==> src/rtl/axi_stream_pkg.sv <==
// Shared types and helpers for the AXI-stream header stripper.
package axi_stream_pkg;

    localparam int unsigned DEF_DATA_WD = 32;
    localparam int unsigned MAX_BYTE_WD = 64;

    typedef enum logic [1:0] {
        ST_IDLE,
        ST_FIRST,
        ST_PASS,
        ST_TAIL
    } strip_state_e;

    function automatic int unsigned keep_to_cnt(input logic [MAX_BYTE_WD-1:0] keep);
        int unsigned cnt;
        cnt = 0;
        for (int unsigned i = 0; i < MAX_BYTE_WD; i++) begin
            cnt += 32'(keep[i]);
        end
        return cnt;
    endfunction

endpackage

==> src/rtl/axi_keep_cnt.sv <==
// Keep-mask helper: byte count of a keep vector, and MSB-aligned keep from a count.
module axi_keep_cnt
    import axi_stream_pkg::*;
#(
    parameter int unsigned BYTE_WD = 4,
    parameter int unsigned CNT_WD  = $clog2(BYTE_WD) + 1
) (
    input  logic [BYTE_WD-1:0] keep_i,
    output logic [CNT_WD-1:0]  cnt_o,
    input  logic [CNT_WD-1:0]  cnt_i,
    output logic [BYTE_WD-1:0] keep_o
);

    always_comb begin
        cnt_o = CNT_WD'(keep_to_cnt(MAX_BYTE_WD'(keep_i)));
    end

    always_comb begin
        keep_o = '0;
        for (int unsigned i = 0; i < BYTE_WD; i++) begin
            if (i < 32'(cnt_i)) begin
                keep_o[BYTE_WD-1-i] = 1'b1;
            end
        end
    end

endmodule

==> src/rtl/axi_stream_strip_header.sv <==
// Removes S leading bytes from each packet and realigns the remaining stream,
// holding the shifted-out remainder of each beat in a residual buffer.
module axi_stream_strip_header
    import axi_stream_pkg::*;
#(
    parameter int unsigned DATA_WD      = DEF_DATA_WD,
    parameter int unsigned DATA_BYTE_WD = DATA_WD / 8,
    parameter int unsigned BYTE_CNT_WD  = $clog2(DATA_BYTE_WD)
) (
    input  logic                    clk,
    input  logic                    rst,
    input  logic                    valid_in,
    input  logic [DATA_WD-1:0]      data_in,
    input  logic [DATA_BYTE_WD-1:0] keep_in,
    input  logic                    last_in,
    output logic                    ready_in,
    output logic                    valid_out,
    output logic [DATA_WD-1:0]      data_out,
    output logic [DATA_BYTE_WD-1:0] keep_out,
    output logic                    last_out,
    input  logic                    ready_out,
    input  logic                    valid_strip,
    input  logic [BYTE_CNT_WD-1:0]  byte_strip_cnt,
    output logic                    ready_strip
);

    localparam int unsigned        CNT_WD   = BYTE_CNT_WD + 1;
    localparam logic [CNT_WD-1:0]  FULL_CNT = CNT_WD'(DATA_BYTE_WD);

    strip_state_e state_q, state_d;

    logic [BYTE_CNT_WD-1:0]  strip_q, strip_d;
    logic [DATA_WD-1:0]      buf_q, buf_d;
    logic [CNT_WD-1:0]       res_q, res_d;

    logic                    out_valid_q, out_valid_d;
    logic [DATA_WD-1:0]      out_data_q, out_data_d;
    logic [DATA_BYTE_WD-1:0] out_keep_q, out_keep_d;
    logic                    out_last_q, out_last_d;

    logic                    can_load;
    logic                    acc_in;
    logic                    acc_strip;
    logic [DATA_WD-1:0]      data_m;
    logic [DATA_WD-1:0]      data_shl;
    logic [DATA_WD-1:0]      data_shr;
    logic [CNT_WD-1:0]       n_in;
    logic [CNT_WD-1:0]       s_ext;
    logic [CNT_WD-1:0]       n_rem;
    logic [CNT_WD-1:0]       n_take;
    logic [CNT_WD-1:0]       pass_cnt;
    logic [CNT_WD-1:0]       keep_cnt_sel;
    logic [DATA_BYTE_WD-1:0] keep_from_cnt;

    assign can_load    = !out_valid_q || ready_out;
    assign ready_strip = (state_q == ST_IDLE);
    assign ready_in    = ((state_q == ST_FIRST) || (state_q == ST_PASS)) && can_load;
    assign acc_in      = valid_in && ready_in;
    assign acc_strip   = valid_strip && ready_strip;

    assign valid_out = out_valid_q;
    assign data_out  = out_data_q;
    assign keep_out  = out_keep_q;
    assign last_out  = out_last_q;

    assign s_ext        = CNT_WD'(strip_q);
    assign n_rem        = (n_in > s_ext) ? (n_in - s_ext) : '0;
    assign n_take       = (n_in < s_ext) ? n_in : s_ext;
    assign pass_cnt     = FULL_CNT - s_ext + n_take;
    assign keep_cnt_sel = (state_q == ST_TAIL) ? res_q : pass_cnt;

    // Zero invalid input lanes so shifted bytes never leak into data_out.
    always_comb begin
        data_m = '0;
        for (int unsigned i = 0; i < DATA_BYTE_WD; i++) begin
            if (keep_in[i]) begin
                data_m[8*i +: 8] = data_in[8*i +: 8];
            end
        end
    end

    assign data_shl = data_m << (32'd8 * 32'(strip_q));
    assign data_shr = data_m >> (32'd8 * (DATA_BYTE_WD - 32'(strip_q)));

    axi_keep_cnt #(
        .BYTE_WD (DATA_BYTE_WD),
        .CNT_WD  (CNT_WD)
    ) u_keep_cnt (
        .keep_i (keep_in),
        .cnt_o  (n_in),
        .cnt_i  (keep_cnt_sel),
        .keep_o (keep_from_cnt)
    );

    always_ff @(posedge clk) begin
        if (rst) begin
            state_q <= ST_IDLE;
        end else begin
            state_q <= state_d;
        end
    end

    always_comb begin
        state_d = state_q;
        case (state_q)
            ST_IDLE: begin
                if (acc_strip) begin
                    state_d = ST_FIRST;
                end
            end
            ST_FIRST: begin
                if (acc_in) begin
                    if (!last_in) begin
                        state_d = ST_PASS;
                    end else if (n_rem != '0) begin
                        state_d = ST_TAIL;
                    end else begin
                        state_d = ST_IDLE;
                    end
                end
            end
            ST_PASS: begin
                if (acc_in && last_in) begin
                    state_d = (n_rem != '0) ? ST_TAIL : ST_IDLE;
                end
            end
            ST_TAIL: begin
                if (can_load) begin
                    state_d = ST_IDLE;
                end
            end
            default: state_d = ST_IDLE;
        endcase
    end

    always_comb begin
        strip_d     = strip_q;
        buf_d       = buf_q;
        res_d       = res_q;
        out_valid_d = out_valid_q;
        out_data_d  = out_data_q;
        out_keep_d  = out_keep_q;
        out_last_d  = out_last_q;

        if (acc_strip) begin
            strip_d = byte_strip_cnt;
        end

        if (can_load) begin
            out_valid_d = 1'b0;
            out_data_d  = '0;
            out_keep_d  = '0;
            out_last_d  = 1'b0;
        end

        case (state_q)
            ST_FIRST: begin
                if (acc_in) begin
                    buf_d = data_shl;
                    res_d = n_rem;
                end
            end
            ST_PASS: begin
                // Buffer holds exactly DATA_BYTE_WD-S bytes here, low S lanes zero.
                if (acc_in) begin
                    out_valid_d = 1'b1;
                    out_data_d  = buf_q | data_shr;
                    out_keep_d  = keep_from_cnt;
                    out_last_d  = last_in && (n_rem == '0);
                    buf_d       = data_shl;
                    res_d       = n_rem;
                end
            end
            ST_TAIL: begin
                if (can_load) begin
                    out_valid_d = 1'b1;
                    out_data_d  = buf_q;
                    out_keep_d  = keep_from_cnt;
                    out_last_d  = 1'b1;
                    buf_d       = '0;
                    res_d       = '0;
                end
            end
            default: ;
        endcase
    end

    always_ff @(posedge clk) begin
        if (rst) begin
            strip_q     <= '0;
            buf_q       <= '0;
            res_q       <= '0;
            out_valid_q <= 1'b0;
            out_data_q  <= '0;
            out_keep_q  <= '0;
            out_last_q  <= 1'b0;
        end else begin
            strip_q     <= strip_d;
            buf_q       <= buf_d;
            res_q       <= res_d;
            out_valid_q <= out_valid_d;
            out_data_q  <= out_data_d;
            out_keep_q  <= out_keep_d;
            out_last_q  <= out_last_d;
        end
    end

endmodule

==> config.mk <==
export PLATFORM = sky130hd
export DESIGN_NAME = axi_stream_strip_header
export DESIGN_NICKNAME = d
export VERILOG_FILES = /design/src/rtl/axi_stream_pkg.sv /design/src/rtl/axi_keep_cnt.sv /design/src/rtl/axi_stream_strip_header.sv
export SDC_FILE = /design/constraint.sdc
export NUM_CORES = 1
export LEC_CHECK = 0
export ABC_CLOCK_PERIOD_IN_PS = 5200
export CAP_MARGIN = 20
export CORE_ASPECT_RATIO = 0.9
export CORE_MARGIN = 1.5
export CORE_UTILIZATION = 40
export CTS_BUF_LIST = sky130_fd_sc_hd__clkbuf_4
export DETAILED_ROUTE_END_ITERATION = 10
export PLACE_DENSITY = 0.65
export SYNTH_ARGS = -nofsm -noshare
export SYNTH_HDL_FRONTEND = slang
export SYNTH_SLANG_ARGS = --single-unit
==> constraint.sdc <==
create_clock -name clk -period 5.2 [get_ports clk]
set_input_delay 1.56 -clock clk [delete_from_list [all_inputs] [get_ports clk]]
set_output_delay 1.56 -clock clk [all_outputs]
set_load 0.005 [all_outputs]
### Word-level counts from Yosys, hierarchy flattened

Index checks and enable logic that the tools add are counted.

| storage, ports and cells | value |
|---|---|
| bits in registers | 77 |
| bits in latches | 0 |
| memory bits (writable) | 0 |
| memory bits (read-only) | 0 |
| input bits | 44 |
| output and inout bits | 40 |
| word-level logic and storage cells | 87 |
| memories kept | 0 |

| operators by class | value |
|---|---|
| add/sub/neg operators | 7 |
| multiply operators | 0 |
| div/mod/pow operators | 0 |
| $lt $le $gt $ge | 6 |
| eq/ne operators | 8 |
| shifts and indexed selects | 2 |
| muxes and demuxes | 40 |
| bitwise operators | 1 |
| reduce and logical (&&, ||, !) cells | 15 |

Operator list:

| kind | number |
|---|---|
| 32-bit two-way mux | 5 |
| 32-bit case mux with 2 select lines | 2 |
| 8-bit two-way mux | 4 |
| 32-bit OR | 1 |
| 32-bit by 5-bit left shift with 32-bit output | 1 |
| 32-bit by 32-bit >> shifter with 32-bit output | 1 |
| 3-bit two-way mux | 5 |
| 2-bit two-way mux | 6 |
| 4-bit two-way mux | 3 |
| 1-bit two-way mux | 10 |
| 2-bit case mux with 4 select lines | 1 |
| 4-bit case mux with 2 select lines | 1 |
| 3-bit by 1-bit adder with 3-bit output | 2 |
| 1-bit by 3-bit < comparator with 1-bit output, first input constant | 2 |
| 2-bit by 3-bit < comparator with 1-bit output, first input constant | 2 |
| 2-bit by 1-bit != test with 1-bit output, second input constant | 3 |
| 3-bit case mux with 2 select lines | 1 |
| 1-bit logical AND | 5 |
| 2-bit == test, second input constant | 2 |
| 2-bit != test, second input constant | 2 |
| 1-bit case mux with 2 select lines | 2 |
| 4-bit AND reduction | 1 |
| 3-bit by 2-bit subtractor with 4-bit output, first input constant | 1 |
| 3-bit adder | 1 |
| 14 further kinds | 15 |

### Logic depth before layout (Yosys ltp)

Gate-level depths: netlist of run 1.

| depth | value |
|---|---|
| word-level depth | 11 |
| depth in mapped cells | 14 |
| mapped depth without buffers | 14 |

### Cells and area by module

Synthesis of run 1 repeated with hierarchy kept, for this count alone.

| second synthesis, totals | value |
|---|---|
| cell total of the unflattened synthesis | 599 |
| area, all modules | 4551.9 µm² |

By module, submodules not included:

| module | instances | cells an instance | area an instance (µm²) | sequential area each (µm²) |
|---|---|---|---|---|
| axi_stream_strip_header | 1 | 587 | 4459.3 | 1541.5 |
| axi_keep_cnt | 1 | 12 | 92.6 | 0.0 |

### Worst setup path after synthesis of run 1

No wires, ideal clock.

| timing | value |
|---|---|
| path type | input-to-reg |
| start | input port keep_in[0] |
| end | register out_keep_q[0] (netlist: keep_out[0]) |
| library setup time | 0.125 ns |
| arrival time | 4.343 ns |
| required time | 5.075 ns |
| path slack | 0.732 ns |
| cell stages on the path | 12 |
| path buffers | 0 |
| path through | ha_1 > fa_1 > fa_1 > nor2b_1 > a21oi_1 > o21ai_0 > ha_1 > ha_1 > xnor2_1 > xnor2_1 > a21boi_0 > o21ai_0 |

| between the ends | value |
|---|---|
| word-level cells in the longest chain between the ends | 11 |
| elaborated cells between the ends (all ways) | 12 |
| those cells by class | add/sub: 4; order compare: 2; mux: 6 |

RTL lines:

| element | line | source |
|---|---|---|
| from (decl) | axi_stream_strip_header.sv:14 | `input logic [DATA_BYTE_WD-1:0] keep_in,` |
| 1-bit by 1-bit adder with 2-bit output * | axi_stream_pkg.sv:18 | `cnt += 32'(keep[i]);` |
| 3-bit by 1-bit adder with 3-bit output * (2 in a row) | axi_stream_pkg.sv:18 |  |
| 3-bit by 2-bit < comparator with 1-bit output | axi_stream_strip_header.sv:68 | `assign n_take = (n_in < s_ext) ? n_in : s_ext;` |
| 3-bit two-way mux * | axi_stream_strip_header.sv:68 |  |
| 3-bit adder * | axi_stream_strip_header.sv:69 | `assign pass_cnt = FULL_CNT - s_ext + n_take;` |
| 3-bit two-way mux * | axi_stream_strip_header.sv:70 | `assign keep_cnt_sel = (state_q == ST_TAIL) ? res_q : pass_cnt;` |
| 2-bit by 3-bit < comparator with 1-bit output * | axi_keep_cnt.sv:21 | `if (i < 32'(cnt_i)) begin` |
| 1-bit two-way mux * | axi_keep_cnt.sv:21 |  |
| 4-bit two-way mux (on tied branches) | axi_stream_strip_header.sv:175, axi_stream_strip_header.sv:165 |  |
| 4-bit case mux with 2 select lines * | axi_stream_strip_header.sv:156 | `case (state_q)` |
| to (signal assigned) | axi_stream_strip_header.sv:203 | `out_keep_q <= out_keep_d;` |
| to (decl) | axi_stream_strip_header.sv:38 | `logic [DATA_BYTE_WD-1:0] out_keep_q, out_keep_d;` |

Mark *: on every way between the ends. The rest lies on a longest branch, timed or not.
A chain may end at the register's enable or synchronous reset.

### Worst setup path in the final report of run 1

| timing | value |
|---|---|
| start | input port keep_in[0] |
| end | register out_keep_q[1] (netlist: keep_out[1]) |

The elaborated chain is that of the path after synthesis.

==> flow_summary.yaml, run 1 <==
global_route:
  grt-ovfl-total: 0
  grt_pass1_vias: 4441
  grt_max_degree: 48
  grt_use_total_pct: 27.01
  grt_pass1_wl_um: 24410
  grt_antenna_before_repair: 0
clock_network:
  max-clock-path-buffers: 2
  cts_resized: 0
  insertion_delay_ps: 440
  postCtsSetupBuffers: 0
  clkSinkCount: 77
  cts.clk_slew.worst_paths_ps: 110
  ctsHoldBuffers: 0
  cts_buffers: 9
  cts_tree: "done"
  cts_root_buf: "clkbuf_4"
  h-tree-depth: 3
synthesis:
  ys_ff_latch: 77
  synth_top_cell_area_share_pct: 34.47
  synth_area_leaders: "dfxtp_1 34%, nand2_1 8.6%, nand3_1 7.3%"
  synthArstFlopShare_pct: 0
  synth_cell_types: 49
  syn-cell-area_sq_um: 4472
  ys_seq_area_share_pct: 34.47
  synth_top_area_cell: "dfxtp_1"
  ys.flop_type: "dfxtp_1"
  synth_warnings: 0
  synth_cells: 592
  synth_area_per_cell_sq_um: 7.554
  synth_commonest_cells: "103 x nand2_1, 77 x dfxtp_1, 65 x nand3_1"
  synth_most_common_cell: "nand2_1"
  synth_edf_count: 0
  synth_nets: 650
setup_path:
  cp_max_fo: 5
  arrival_ps: 5050
  worstSetupEndpointType: "register"
  worst-setup-path-type: "in2reg"
  start_kind: "primary input"
  cp.required_ps: 5520
pwr:
  power.density_nw_per_um2: 301.4
  ir_drop_mv: 0.2012
  p_leak_nw: 2.023
floorplan:
  core-area_sq_um: 10860
  fp.dieH_um: 103.3
  start_util_pct: 41.19
  die-area_sq_um: 11820
  num_io_pins: 84
  rows: 36
  die_x_um: 114.5
sta:
  fin_hold_ws_ps: 459.9
  drv_slew: 0
  finClkSkew_ps: 12.74
  tightestPinTransition_ps: 875.5
  grt_setup_unrepaired: "no"
  max_slew_margin_pct: 41.63
  fin_crit_sh_pct: 90.94
  min_period_ps: 4729
  setup_violations: 0
  fmax_mhz: 211.5
  hold_viol_final: 0
drt:
  vias: 4708
  routed_wirelength_um: 14970
  wl_per_cell_um: 18.48
  route.detailed.drc: 0
  dr.first_iter.drc_count: 392
  antenna_left: 0
  first_pass_iters: 5
  vias_per_cell: 5.812
job:
  maxCapViolations: 0
place:
  numPlacedInstances: 795
  portBuffers: 83
  gp_congestion: 0.8557
  dp_hpwl_um: 10560
worst_hold_path:
  min_path_type: "reg2reg"
final_layout:
  layout.nets: 712
  finish.utilization_pct: 51.59
  drive_gt1_share_pct: 5.775
  num_antenna_cells: 0
  layout.cells.non_filler: 810
  area_growth_pct: 25.24
  fillers: 1079
status:
  outcome: "finished clean"
[registers in the layout, indices dropped and copies added (netlist names)]
name,count
last_out,1
keep_out,4
strip_q,2
res_q,3
valid_out,1
data_out,32
buf_q,32
state_q,2
[critical path: stages]
cell	delay [ps]
clkdlybuf4s50_1	420
ha_1	340
fa_1	430
fa_1	520
nor2b_1	170
a21oi_1	340
o21ai_0	150
ha_1	300
ha_1	210
xnor2_1	160
xnor2_1	100
a21boi_0	230
o21ai_0	120
[report_power, final]
group          internal (W)  switching, W
Sequential         0.000629     0.0000223
Combinational      0.000236      0.000349
Clock              0.000237      0.000215
Total               0.00110      0.000586
[final timing paths]
kind	start	to	slack (ps)	depth (start not counted)
hold / removal	buf_q[14]$_SDFFE_PP0P_	buf_q[14]$_SDFFE_PP0P_	460	2
setup reg to reg	strip_q[1]$_SDFFE_PP0P_	keep_out[1]$_SDFF_PP0_	2250	12
setup / recovery	keep_in[0]	keep_out[1]$_SDFF_PP0_	470	13
hold reg to reg	buf_q[14]$_SDFFE_PP0P_	buf_q[14]$_SDFFE_PP0P_	460	2
[kinds of logic (layout without fill, tap and decap cells)]
family | after synthesis | count (layout) | synth area share [%]
and+or+nand+nor | 276 | 276 | 31.59
AOI/OAI and AO/OA | 157 | 157 | 22.72
DFF | 77 | 77 | 34.47
buffers and inverters | 63 | 129 | 5.736
adders and majority gates | 14 | 14 | 4.421
muxes | 3 | 3 | 0.6715
xor gates and xnor gates | 2 | 2 | 0.3918
[routing by layer]
metal	routed length [um]	share of wire (%)	track usage, %
met5	0	0	0
met1	7080	47	39.18
met4	265	1.8	7.019
met2	6459	43	41.32
met3	1166	7.8	5.012
[stage by stage]
| step | total power, W | setup TNS, ps | instance area (sq um) | worst slack [ps] |
|---|---|---|---|---|
| floorplan | 0.001052 | 0 | 4472 | 732.0 |
| global placement | 0.001233 | 0 | 5430 | 106.3 |
| detailed placement | 0.001242 | -6.494 | 5430 | -6.494 |
| CTS | 0.001689 | 0 | 5600 | 466.6 |
| global route | 0.001791 | 0 | 5600 | 175.6 |
| finish | 0.001688 | 0 | 5600 | 471.1 |
[cell usage in the layout (no fill, tap or decap), drive strengths merged, types with 5 or more instances in the layout]
| master | Yosys | layout |
|---|---|---|
| nand2 | 104 | 104 |
| clkdlybuf4s50 | 0 | 82 |
| dfxtp | 77 | 77 |
| nand3 | 65 | 65 |
| a21oi | 64 | 64 |
| nand3b | 35 | 35 |
| nor2 | 24 | 24 |
| buf | 23 | 21 |
| a31oi | 20 | 20 |
| a211oi | 16 | 16 |
| o211ai | 12 | 12 |
| inv | 11 | 11 |
| o21ai | 11 | 11 |
| a311o | 11 | 11 |
| ha | 11 | 11 |
| nor2b | 10 | 10 |
| nand4 | 9 | 9 |
| clkbuf | 29 | 9 |
| and3b | 8 | 8 |
| a21o | 6 | 6 |
| nand2b | 5 | 5 |
[area by class of cell]
class	instances	area, sq um	area share (%)
Multi-Input combinational cell	452	2681	47.88
Sequential cell	77	1541	27.52
Timing Repair Buffer	103	975.9	17.43
Tap cell	152	190.2	3.396
Clock inverter	6	102.6	1.832
Clock buffer	9	67.56	1.206
Inverter	11	41.29	0.7373
No activity file was read; power rests on OpenSTA's default activity.
==> inputs of run 2 (changes only) <==
GPL_ROUTABILITY_DRIVEN = 0   (was unset)
==> run 2 against run 1 <==
Critical path type unchanged. Via count up 0.21%. Count of clock-buffer cells in the layout unchanged. Combinational power down 3%. Clock skew up 0.71 ps. Largest cell class unchanged. Total power up 0.13%. Wire length down 3.2%. First-iteration DRC count up 17%. Critical endpoint unchanged. Critical path depth up 1.
==> flow_summary.yaml, run 2 (synthesized netlist as in run 1, its figures left out) <==
status:
  outcome: "finished clean"
setup_path:
  rrSetupSlack_ps: 2040
  cp_max_fo: 5
  cp.required_ps: 5540
  worst-setup-path-type: "in2reg"
  start_kind: "primary input"
  worstSetupEndpointType: "register"
  arrival_ps: 5120
final_layout:
  area_growth_pct: 24.62
  mostFrequentLayoutCells: "103 x nand2_1, 82 x clkdlybuf4s50_1, 77 x dfxtp_1"
  drive_gt1_share_pct: 5.207
  mostFrequentLayoutCell: "nand2_1"
  fin_area_sq_um: 5573
  layout.nets: 706
sta:
  fin_crit_sh_pct: 91.91
  setup_violations: 0
  min_period_ps: 4779
  drv_slew: 0
  tns_ps: 0
  finClkSkew_ps: 13.45
  tightestPinTransition_ps: 1034
  max_slew_margin_pct: 31.07
  fmax_mhz: 209.2
  hold_viol_final: 0
  grt_setup_unrepaired: "no"
floorplan:
  die_x_um: 114.5
  core-area_sq_um: 10860
  die-area_sq_um: 11820
  start_util_pct: 41.19
  fp.dieH_um: 103.3
  rows: 36
  num_io_pins: 84
drt:
  route.detailed.drc: 0
  dr.first_iter.drc_count: 458
  first_pass_iters: 5
  vias: 4718
  vias_per_cell: 5.854
  routed_wirelength_um: 14500
  antenna_left: 0
  wl_per_cell_um: 17.99
worst_hold_path:
  min_path_type: "reg2reg"
pwr:
  clkPwrFrac_pct: 27.3
  p_sw_w: 0.0005914
  p_int_w: 0.001099
  switching_share_pct: 35.00
  ir_drop_mv: 0.2184
  total_power_w: 0.001690
  power.density_nw_per_um2: 303.2
  combPwrFrac_pct: 33.7
  seqPwrFrac_pct: 39.0
  p_leak_nw: 1.993
clock_network:
  ctsHoldBuffers: 0
  cts_buffers: 9
  postCtsSetupBuffers: 0
  cts.clk_slew.worst_paths_ps: 130
  max-clock-path-buffers: 2
  insertion_delay_ps: 450
  clkSinkCount: 77
  cts_tree: "done"
  cts_resized: 0
  cts_root_buf: "clkbuf_4"
  h-tree-depth: 3
global_route:
  met1_usage_pct: 34.53
  busiest_layer: "met2"
  grt_pass1_wl_um: 23450
  grt_util_met2_pct: 40.44
  grt_antenna_before_repair: 1
  grt-ovfl-total: 0
  met3_usage_pct: 6.235
  grt_use_total_pct: 25.76
  grt_max_degree: 45
  grt_pass1_vias: 4511
job:
  maxCapViolations: 0
place:
  dpl-instance-area_sq_um: 5389
  portBuffers: 83
  dp_hpwl_um: 10140
run 2: stage by stage:
| step | instances | setup WS [ps] | hold slack, ps | utilization, % |
|---|---|---|---|---|
| floorplan | 592 | 732.0 | 431.5 | - |
| global placement | 788 | 149.5 | 440.5 | 49.54 |
| detailed placement | 789 | -17.64 | 444.7 | 49.64 |
| CTS | 805 | 469.8 | 462.1 | 51.31 |
| global route | 806 | 220.1 | 474.2 | 51.34 |
| finish | 806 | 420.5 | 463.7 | 51.34 |
run 2: final timing paths:
check,start,to,cells after the start
max,keep_in[0],keep_out[1]$_SDFF_PP0_,14
min,res_q[0]$_SDFFE_PP0P_,res_q[0]$_SDFFE_PP0P_,2
min reg2reg,res_q[0]$_SDFFE_PP0P_,res_q[0]$_SDFFE_PP0P_,2
max reg2reg,strip_q[0]$_SDFFE_PP0P_,keep_out[1]$_SDFF_PP0_,11
run 2: final cells by class:
| type | count | area (sq um) |
|---|---|---|
| sequential | 77 | 1541 |
| clock buffer | 9 | 67.56 |
| fill | 1104 | 5283 |
| timing repair buffer | 97 | 934.6 |
| clock inverter | 7 | 113.9 |
| antenna | 1 | 2.502 |
| inverter | 11 | 41.29 |
| tap | 152 | 190.2 |
| multi-input combinational | 452 | 2681 |
run 2: worst max-delay path, stage by stage:
cell	delay, ps
clkdlybuf4s50_1	420
ha_1	340
fa_1	430
fa_1	510
nor2b_1	180
a21oi_1	370
mux2i_1	260
ha_1	170
inv_1	40
ha_1	180
xnor2_1	180
xnor2_1	110
a21boi_0	240
o21ai_0	120
run 2: per-layer routing:
metal	share of wire, %	up-vias
li1	-	2267
met1	46	2228
met2	44	200
met3	8.3	23
met4	1.9	0
met5	0	-
run 2: power groups by stage:
stage                     sequential (W)  combinational (W)  clock [W]
after floorplan                 0.000661           0.000391          0
after global placement          0.000671           0.000537          0
after detailed placement        0.000672           0.000555          0
after CTS                       0.000659           0.000559   0.000472
after global routing            0.000667           0.000624   0.000494
final                           0.000660           0.000569   0.000461
==> inputs of run 3 (changes only) <==
CORE_UTILIZATION = 50   (was 40)
PLACE_DENSITY = 0.78   (was 0.65)
==> run 3 against run 2 <==
Clock skew increased by 3.3 ps. Sequential cell count is the same. Worst hold slack got worse by 5.0 ps. Fmax shrank 0.65%. Count of clock-buffer cells in the layout stayed put. Clock power fell by 1%. Total power is 0.13% lower. Non-clock buffer count is 1 higher. Wire length fell by 5.1%. Critical path depth stayed put. Combinational power is 2% higher. Register-to-register slack got worse by 50 ps. Critical path type unchanged. Critical endpoint is now keep_out[3]$_SDFF_PP0_. Largest power group unchanged.
==> flow_summary.yaml, run 3 (synthesized netlist as in run 1, its figures left out) <==
status:
  outcome: "finished clean"
sta:
  drv_slew: 0
  setup_violations: 0
  grt_setup_unrepaired: "no"
  max_slew_margin_pct: 30.21
  hold_viol_final: 0
  fin_crit_sh_pct: 92.51
  min_period_ps: 4811
  finClkSkew_ps: 16.76
  tightestPinTransition_ps: 1047
  fmax_mhz: 207.9
place:
  dp_hpwl_um: 9480
  numPlacedInstances: 757
  portBuffers: 83
  dpl-instance-area_sq_um: 5355
pwr:
  seqPwrFrac_pct: 38.6
  power.density_nw_per_um2: 305.5
  p_sw_w: 0.0005895
  clkPwrFrac_pct: 27.0
  ir_drop_mv: 0.1566
  p_leak_nw: 1.999
  combPwrFrac_pct: 34.4
  p_int_w: 0.001098
  total_power_w: 0.001688
  switching_share_pct: 34.93
floorplan:
  num_io_pins: 84
  rows: 32
  core-area_sq_um: 8608
  die-area_sq_um: 9520
  die_x_um: 102.7
  start_util_pct: 51.95
  fp.dieH_um: 92.72
drt:
  route.detailed.drc: 0
  first_pass_iters: 5
  wl_per_cell_um: 17.81
  vias: 4830
  vias_per_cell: 6.256
  routed_wirelength_um: 13750
  antenna_left: 0
  dr.first_iter.drc_count: 407
setup_path:
  worst-setup-path-type: "in2reg"
  arrival_ps: 5130
  setup.worst_path.end: "keep_out[3]$_SDFF_PP0_"
  worstSetupEndpointType: "register"
  rrSetupSlack_ps: 1990
  worstReg2RegStart: "strip_q[1]$_SDFFE_PP0P_"
  cp_max_fo: 5
  cp.required_ps: 5520
  reg2reg_depth: 11
  start_kind: "primary input"
  startpoint: "keep_in[0]"
  regToRegEndpoint: "keep_out[3]$_SDFF_PP0_"
clock_network:
  cts_root_buf: "clkbuf_4"
  h-tree-depth: 3
  postCtsSetupBuffers: 0
  insertion_delay_ps: 440
  clkSinkCount: 77
  cts_tree: "done"
  max-clock-path-buffers: 2
  cts_resized: 0
  cts.clk_slew.worst_paths_ps: 120
  cts_buffers: 9
  ctsHoldBuffers: 0
final_layout:
  area_growth_pct: 23.56
  mostFrequentLayoutCell: "nand2_1"
  num_antenna_cells: 0
  drive_gt1_share_pct: 5.054
  mostFrequentLayoutCells: "103 x nand2_1, 82 x clkdlybuf4s50_1, 77 x dfxtp_1"
  layout.cells.non_filler: 772
  layout.nets: 707
  fin_area_sq_um: 5525
global_route:
  grt_pass1_vias: 4507
  grt_use_total_pct: 30.42
  grt-ovfl-total: 0
  grt_max_degree: 71
  grt_antenna_before_repair: 0
  grt_pass1_wl_um: 22580
worst_hold_path:
  min_path_type: "reg2reg"
job:
  maxCapViolations: 0
run 3: power groups by stage:
stage                     combinational, W  sequential (W)  clock [W]
after floorplan                   0.000391        0.000661          0
after CTS                         0.000568        0.000651   0.000453
final                             0.000580        0.000652   0.000456
after detailed placement          0.000565        0.000665          0
after global routing              0.000632        0.000656   0.000479
after global placement            0.000542        0.000663          0
run 3: routing by layer:
layer	global-route usage (%)	up-vias	share of wire, %
li1	-	2252	-
met1	42.77	2286	44
met2	44.54	259	43
met3	8.377	33	11
met4	10.50	0	1.8
met5	0	-	0
run 3: layout make-up:
| type | instances | area, sq um |
|---|---|---|
| inverters | 11 | 41.29 |
| repair buffers | 98 | 942.2 |
| clock inverters | 6 | 102.6 |
| flip-flops and latches | 77 | 1541 |
| well taps | 119 | 148.9 |
| multi-input cells | 452 | 2681 |
| fillers | 787 | 3083 |
| clock buffers | 9 | 67.56 |
run 3: critical path, cell delays in order:
cell	delay (ps)
clkdlybuf4s50_1	440
ha_1	330
fa_1	420
fa_1	570
nor2b_1	270
a21oi_1	200
nand2_1	100
o21ai_0	80
ha_1	300
ha_1	300
mux2i_1	190
nand2_1	70
a21oi_1	170
o211ai_1	120
run 3: per-stage QoR:
stage	TNS (ps)	setup slack, ps	util, %	hold WS, ps
finish	0	389.3	64.19	458.7
CTS	0	389.8	64.19	462.6
global route	0	131.5	64.19	473.8
floorplan	0	732.0	-	431.5
global placement	0	153.4	62.08	438.5
detailed placement	-67.79	-40.74	62.21	444.3
run 3: worst min path at each step:
stage | startpoint | end | slack [ps] | cells after the start
final | buf_q[8]$_SDFFE_PP0P_ | buf_q[8]$_SDFFE_PP0P_ | 460 | 2
after global routing | buf_q[8]$_SDFFE_PP0P_ | buf_q[8]$_SDFFE_PP0P_ | 470 | 2
after CTS | buf_q[8]$_SDFFE_PP0P_ | buf_q[8]$_SDFFE_PP0P_ | 460 | 2
after detailed placement | buf_q[14]$_SDFFE_PP0P_ | buf_q[14]$_SDFFE_PP0P_ | 440 | 2
after global placement | buf_q[2]$_SDFFE_PP0P_ | buf_q[2]$_SDFFE_PP0P_ | 440 | 2
after floorplan | res_q[1]$_SDFFE_PP0P_ | res_q[1]$_SDFFE_PP0P_ | 430 | 2
